## config.mk

```make
export PLATFORM = sky130hd
export DESIGN_NAME = alu_seq_ctrl
export DESIGN_NICKNAME = d
export VERILOG_FILES = /design/src/rtl/alu_seq_ctrl.sv
export SDC_FILE = /design/constraint.sdc
export NUM_CORES = 1
export LEC_CHECK = 0
export ABC_AREA = 1
export BUFFER_PORTS_ARGS = -buffer_cell sky130_fd_sc_hd__buf_2
export CORE_ASPECT_RATIO = 0.9
export CORE_MARGIN = 2
export CORE_UTILIZATION = 50
export DETAILED_ROUTE_END_ITERATION = 16
export PLACE_DENSITY = 0.72
export SYNTH_ARGS = -nofsm -noshare
export SYNTH_HDL_FRONTEND = slang
export SYNTH_SLANG_ARGS = --single-unit
```

## constraint.sdc

```tcl
create_clock -name clk -period 1.6 [get_ports clk]
set_clock_uncertainty 0.2 [all_clocks]
set_input_delay 0 -clock clk [delete_from_list [all_inputs] [get_ports clk]]
set_output_delay 0 -clock clk [all_outputs]
set_load 0.03 [all_outputs]
```

## src/rtl/alu_seq_ctrl.sv

```systemverilog
// alu_seq_ctrl: command sequencer for an external combinational 8-bit ALU.
// Owns a 4 x DW register file and takes one command at a time over
// cmd_valid/cmd_ready. ALU commands may repeat, with the result fed back as
// operand A. OP_LOAD writes an immediate. Unknown codes complete with err=1.
// Optional feature macro: ALU_SEQ_ZFLAG_EN adds a registered zero flag output.
module alu_seq_ctrl #(
    parameter int          DW         = 8,
    parameter int          NUM_OPS    = 10,
    parameter logic [3:0]  OP_LOAD    = 4'b1111,
    parameter logic [3:0]  IDLE_OPSEL = 4'b1000
) (
    input  logic          clk,
    input  logic          rst_n,
    input  logic          cmd_valid,
    output logic          cmd_ready,
    input  logic [3:0]    cmd_op,
    input  logic [1:0]    cmd_dst,
    input  logic [1:0]    cmd_srca,
    input  logic [1:0]    cmd_srcb,
    input  logic [DW-1:0] cmd_imm,
    input  logic [2:0]    cmd_rep,
    output logic [DW-1:0] alu_a,
    output logic [DW-1:0] alu_b,
    output logic [3:0]    alu_opsel,
    input  logic [DW-1:0] alu_f,
    output logic          done,
    output logic          err,
`ifdef ALU_SEQ_ZFLAG_EN
    output logic          zflag,
`endif
    output logic [DW-1:0] res_data
);

    typedef enum logic [1:0] {
        ST_IDLE = 2'd0,
        ST_EXEC = 2'd1,
        ST_DONE = 2'd2
    } state_t;

    state_t        state_r, state_nx_s;

    logic [DW-1:0] rf_r    [4];
    logic [DW-1:0] rf_nx_s [4];

    logic [DW-1:0] alu_a_r, alu_a_nx_s;
    logic [DW-1:0] alu_b_r, alu_b_nx_s;
    logic [3:0]    opsel_r, opsel_nx_s;
    logic [1:0]    dst_r, dst_nx_s;
    logic [1:0]    srcb_r, srcb_nx_s;
    logic [2:0]    rep_r, rep_nx_s;
    logic          err_r, err_nx_s;
    logic [DW-1:0] res_r, res_nx_s;
    logic          done_r;
    logic          ready_r;
    logic          op_legal_s;

    // Opsel codes 0..NUM_OPS-1 are forwarded to the ALU; anything else is not.
    assign op_legal_s = ({1'b0, cmd_op} < 5'(NUM_OPS));

    // State register.
    always_ff @(posedge clk or negedge rst_n) begin
        if (!rst_n) begin
            state_r <= ST_IDLE;
        end else begin
            state_r <= state_nx_s;
        end
    end

    // Next-state decode: ALU ops run EXEC for rep+1 cycles, others go straight to DONE.
    always_comb begin
        state_nx_s = state_r;
        case (state_r)
            ST_IDLE: begin
                if (cmd_valid) begin
                    if (op_legal_s) begin
                        state_nx_s = ST_EXEC;
                    end else begin
                        state_nx_s = ST_DONE;
                    end
                end else begin
                    state_nx_s = ST_IDLE;
                end
            end
            ST_EXEC: begin
                if (rep_r == 3'd0) begin
                    state_nx_s = ST_DONE;
                end else begin
                    state_nx_s = ST_EXEC;
                end
            end
            ST_DONE: state_nx_s = ST_IDLE;
            default: state_nx_s = ST_IDLE;
        endcase
    end

    // Datapath next values: operand launch, write-back, repeat feedback and status.
    always_comb begin
        rf_nx_s    = rf_r;
        alu_a_nx_s = alu_a_r;
        alu_b_nx_s = alu_b_r;
        opsel_nx_s = opsel_r;
        dst_nx_s   = dst_r;
        srcb_nx_s  = srcb_r;
        rep_nx_s   = rep_r;
        err_nx_s   = err_r;
        res_nx_s   = res_r;
        case (state_r)
            ST_IDLE: begin
                if (cmd_valid) begin
                    if (op_legal_s) begin
                        // Operands read the pre-write register file.
                        alu_a_nx_s = rf_r[cmd_srca];
                        alu_b_nx_s = rf_r[cmd_srcb];
                        opsel_nx_s = cmd_op;
                        dst_nx_s   = cmd_dst;
                        srcb_nx_s  = cmd_srcb;
                        rep_nx_s   = cmd_rep;
                    end else if (cmd_op == OP_LOAD) begin
                        rf_nx_s[cmd_dst] = cmd_imm;
                        res_nx_s         = cmd_imm;
                        err_nx_s         = 1'b0;
                    end else begin
                        // Illegal code: only the error status changes.
                        err_nx_s = 1'b1;
                    end
                end else begin
                    rep_nx_s = rep_r;
                end
            end
            ST_EXEC: begin
                rf_nx_s[dst_r] = alu_f;
                res_nx_s       = alu_f;
                if (rep_r != 3'd0) begin
                    rep_nx_s   = rep_r - 3'd1;
                    alu_a_nx_s = alu_f;
                    // Post-write view, so srcb==dst picks up the fresh result.
                    alu_b_nx_s = rf_nx_s[srcb_r];
                end else begin
                    err_nx_s = 1'b0;
                end
            end
            ST_DONE: begin
                err_nx_s = err_r;
            end
            default: begin
                err_nx_s = err_r;
            end
        endcase
    end

    // Datapath and handshake registers; outputs are all driven from flops.
    always_ff @(posedge clk or negedge rst_n) begin
        if (!rst_n) begin
            for (int i = 0; i < 4; i++) begin
                rf_r[i] <= {DW{1'b0}};
            end
            alu_a_r <= {DW{1'b0}};
            alu_b_r <= {DW{1'b0}};
            opsel_r <= IDLE_OPSEL;
            dst_r   <= 2'd0;
            srcb_r  <= 2'd0;
            rep_r   <= 3'd0;
            err_r   <= 1'b0;
            res_r   <= {DW{1'b0}};
            done_r  <= 1'b0;
            ready_r <= 1'b1;
        end else begin
            for (int i = 0; i < 4; i++) begin
                rf_r[i] <= rf_nx_s[i];
            end
            alu_a_r <= alu_a_nx_s;
            alu_b_r <= alu_b_nx_s;
            opsel_r <= opsel_nx_s;
            dst_r   <= dst_nx_s;
            srcb_r  <= srcb_nx_s;
            rep_r   <= rep_nx_s;
            err_r   <= err_nx_s;
            res_r   <= res_nx_s;
            done_r  <= (state_nx_s == ST_DONE);
            ready_r <= (state_nx_s == ST_IDLE);
        end
    end

`ifdef ALU_SEQ_ZFLAG_EN
    logic zflag_r, zflag_nx_s;

    // Zero flag follows the value written by the command on the edge into DONE.
    always_comb begin
        zflag_nx_s = zflag_r;
        case (state_r)
            ST_IDLE: begin
                if (cmd_valid && !op_legal_s && (cmd_op == OP_LOAD)) begin
                    zflag_nx_s = (cmd_imm == {DW{1'b0}});
                end else begin
                    zflag_nx_s = zflag_r;
                end
            end
            ST_EXEC: begin
                if (rep_r == 3'd0) begin
                    zflag_nx_s = (alu_f == {DW{1'b0}});
                end else begin
                    zflag_nx_s = zflag_r;
                end
            end
            default: zflag_nx_s = zflag_r;
        endcase
    end

    // Zero flag register.
    always_ff @(posedge clk or negedge rst_n) begin
        if (!rst_n) begin
            zflag_r <= 1'b0;
        end else begin
            zflag_r <= zflag_nx_s;
        end
    end

    assign zflag = zflag_r;
`endif

    assign cmd_ready = ready_r;
    assign alu_a     = alu_a_r;
    assign alu_b     = alu_b_r;
    assign alu_opsel = opsel_r;
    assign done      = done_r;
    assign err       = err_r;
    assign res_data  = res_r;

endmodule

```

==> flow_summary.json <==
{
  "peakVddDrop_mv": 1.95,
  "synth_async_sr_flop_share_pct": 100,
  "total_die_area_um2": 10100,
  "post_synth_main_area_contributors": "sky130_fd_sc_hd__dfrtp_1, sky130_fd_sc_hd__nand2_1, sky130_fd_sc_hd__nand3_1",
  "cp_data_arrival_time_ns": 1.71,
  "worst_slew_pin_slew_ns": 0.521,
  "grt_antenna_before_repair": 1,
  "finish.net_count": 852,
  "fin_hold_ws_ns": 0.105,
  "violations": "negative setup slack",
  "postLayoutCellArea_um2": 6580,
  "synth.distinct_cells": 25,
  "power_per_cell_area_nw_per_um2": 2110,
  "dp_cells": 891,
  "netlist.area_leader.share_pct": 37.8,
  "finalCritPeriodShare_pct": 102,
  "first_global_vias": 5151,
  "antenna_left": 0,
  "core-area_um2": 9080,
  "startpoint_type": "primary input",
  "r2r_start": "dst_r[0]",
  "synthCells": 687,
  "filler_cell_count": 695,
  "area_after_detailed_placement_um2": 5480,
  "finalWeightedCongestion": 0.978,
  "seqCellArea_um2": 1810,
  "number_of_failing_hold_endpoints_at_the_final_stage": 0,
  "post_drt_wl_per_cell_um": 20.5,
  "synth-edff-count": 0,
  "route.detailed.vias_per_inst": 6.05,
  "rsz_0062_raised_after_global_routing": "true",
  "floorplan.rows": 33,
  "clockRootBuffer": "sky130_fd_sc_hd__clkbuf_8",
  "netlist_area_um2": 4640,
  "report.final.slew_viol_count": 0,
  "synth_area_leader_cell": "sky130_fd_sc_hd__dfrtp_1",
  "detailedRoute.firstIterationViolations": 944,
  "drc": 0,
  "grtUsageTotal_pct": 36.3,
  "dominantRegCellSynth": "sky130_fd_sc_hd__dfrtp_1",
  "multi_input_area_um2": 2800,
  "critical_path_peak_fanout": 8,
  "layout-area-overhead-vs-synth_pct": 41.8,
  "count_of_pins_on_the_block_boundary": 63,
  "final_common_cell": "sky130_fd_sc_hd__nand2_1",
  "pin_count_of_the_biggest_net_entering_global_routing": 39,
  "layout.cells.most_common_list": "sky130_fd_sc_hd__nand2_1, sky130_fd_sc_hd__nand3_1, sky130_fd_sc_hd__dfrtp_1",
  "dp_hpwl_um": 12600,
  "layout-drive-gt1-share_pct": 29.8,
  "grt_overflow": 0,
  "relSlewSlack_pct": 65.2,
  "synth-warning-count": 0,
  "worst_skew_pair.late_latency_ns": 0.36,
  "clock_tree.buffer_depth": 2,
  "clk_pin_slew_ns": 0.08,
  "fp.dieW_um": 106,
  "achievable_freq_mhz": 615,
  "max_cap_viols": 0,
  "postLayoutSetupSlackWorst_ns": -0.0269,
  "yosys_register_bits": 72,
  "timing.critical_path.to_type": "flop",
  "grt_pass1_wl_um": 27500,
  "layoutNonFillerInstCount": 946,
  "timing.setup.critical_path_class": "primary input to flop",
  "first_pass_iters": 6,
  "io_buf_count": 62,
  "tritoncts.num_buffers": 9,
  "fin_tns_setup_ns": -0.173,
  "hold_class": "primary input to flop",
  "crit_path_start": "cmd_op[3]",
  "cts_tree": "yes",
  "die-height_um": 95.4,
  "routed-via-count": 5725,
  "layout.core_utilization_pct": 72.4,
  "routed_wirelength_um": 19400,
  "syn-mean-instance-area_um2": 6.75,
  "htree_levels": 3,
  "initial_utilization_pct": 51.1,
  "tritoncts_num_sinks": 72,
  "run_status": "finished, violations left",
  "net_count_of_the_mapped_netlist": 721,
  "synth.yosys.seq_area_share_pct": 38.9,
  "min-delay-start": "cmd_srca[0]",
  "static-leakage-power_uw": 0.00312,
  "report.final.setup_viol": 13,
  "finalCriticalPeriod_ns": 1.63,
  "cp_data_required_time_ns": 1.68
}
==> final cells by class <==
class / instances / area share, %
Antenna cell: 1 / 0.0380
Tap cell: 122 / 2.32
Inverter: 61 / 3.65
Clock inverter: 6 / 1.05
Timing Repair Buffer: 157 / 20.8
Clock buffer: 10 / 2.09
Multi-Input combinational cell: 517 / 42.6
Sequential cell: 72 / 27.5
==> report_power, final <==
group / switching, uW / internal (uW) / total, uW / leakage [uW]
combinational: 5640 / 3450 / 9090 / 0.00212
clock: 779 / 765 / 1540 / 0.0000907
sequential: 610 / 2640 / 3250 / 0.000911
total: 7030 / 6860 / 13900 / 0.00312
==> critical path: stages <==
cell and delay [ns]:
sky130_fd_sc_hd__dlygate4sd3_1 0.57, sky130_fd_sc_hd__buf_2 0.18, sky130_fd_sc_hd__nand3_1 0.13, sky130_fd_sc_hd__nor2_2 0.27
sky130_fd_sc_hd__nand3_2 0.15, sky130_fd_sc_hd__nand2_4 0.14, sky130_fd_sc_hd__buf_12 0.14, sky130_fd_sc_hd__o21ai_2 0.05
sky130_fd_sc_hd__o21ai_1 0.08
==> logic make-up (layout without fill, tap and decap cells) <==
logic type | count (synthesis) | after routing | synth area share, %
and+or+nand+nor | 352 | 353 | 31.9
AOI/OAI and AO/OA | 159 | 159 | 18.4
buffers and inverters | 99 | 234 | 9.47
DFF | 72 | 72 | 38.9
muxes | 3 | 3 | 0.728
adders and majority gates | 2 | 2 | 0.539
other | 0 | 1 | 0
==> sequential cells by signal (all words and copies together), names as in the netlist, 2 cells and up <==
name	flops
alu_a	8
rep_r	3
alu_b	8
res_data	8
alu_opsel	4
rf_r	32
state_r	2
dst_r	2
srcb_r	2
==> synthesized netlist by cell type, types with 3 or more instances <==
master,number
sky130_fd_sc_hd__nor2_2,3
sky130_fd_sc_hd__a21oi_1,52
sky130_fd_sc_hd__buf_4,9
sky130_fd_sc_hd__o221ai_1,5
sky130_fd_sc_hd__nand2_2,3
sky130_fd_sc_hd__nor2_1,55
sky130_fd_sc_hd__dfrtp_1,70
sky130_fd_sc_hd__mux2_2,3
sky130_fd_sc_hd__inv_2,4
sky130_fd_sc_hd__clkbuf_1,6
sky130_fd_sc_hd__o211ai_1,14
sky130_fd_sc_hd__nand3_1,114
sky130_fd_sc_hd__nand2_1,176
sky130_fd_sc_hd__o21ai_0,79
sky130_fd_sc_hd__o21ai_1,6
sky130_fd_sc_hd__inv_1,55
sky130_fd_sc_hd__buf_2,21
==> metrics by stage <==
stage               power, uW  setup WS (ns)
finish                  13900        -0.0269
global route            14600        -0.0695
CTS                     12400        0.00336
detailed placement      10600        -0.0748
global placement        10500       -0.00436
floorplan                7690         0.0909
==> worst paths after layout <==
path                            end  cells past startpoint  slack, ns
max                        rf_r[31]                      9      -0.03
min                        alu_a[6]                      7       0.11
max reg2reg                 rf_r[3]                      8      -0.03
min reg2reg                alu_b[6]                      2       0.28
max in group asynchronous  alu_a[2]                      4       0.18
min in group asynchronous  rf_r[26]                      3       0.46
==> per-layer routing <==
metal | share of wire (%) | GRT usage [%] | up-vias
met5 | 0 | 0 | -
met1 | 37 | 46.1 | 2614
met4 | 6.3 | 20.3 | 0
met3 | 12 | 8.41 | 111
li1 | - | - | 2557
met2 | 44 | 57.5 | 443
==> timing repair <==
action                                  4_1_cts  5_1_grt
hold endpoints to repair                    124        3
endpoints found under the setup margin       31       62
pin swaps                                     1       33
hold buffers                                 31        1
gates cloned                                  0        4
buffers inserted                              1        1
resized for setup                            11      140
(Power assumes the default switching activity.)
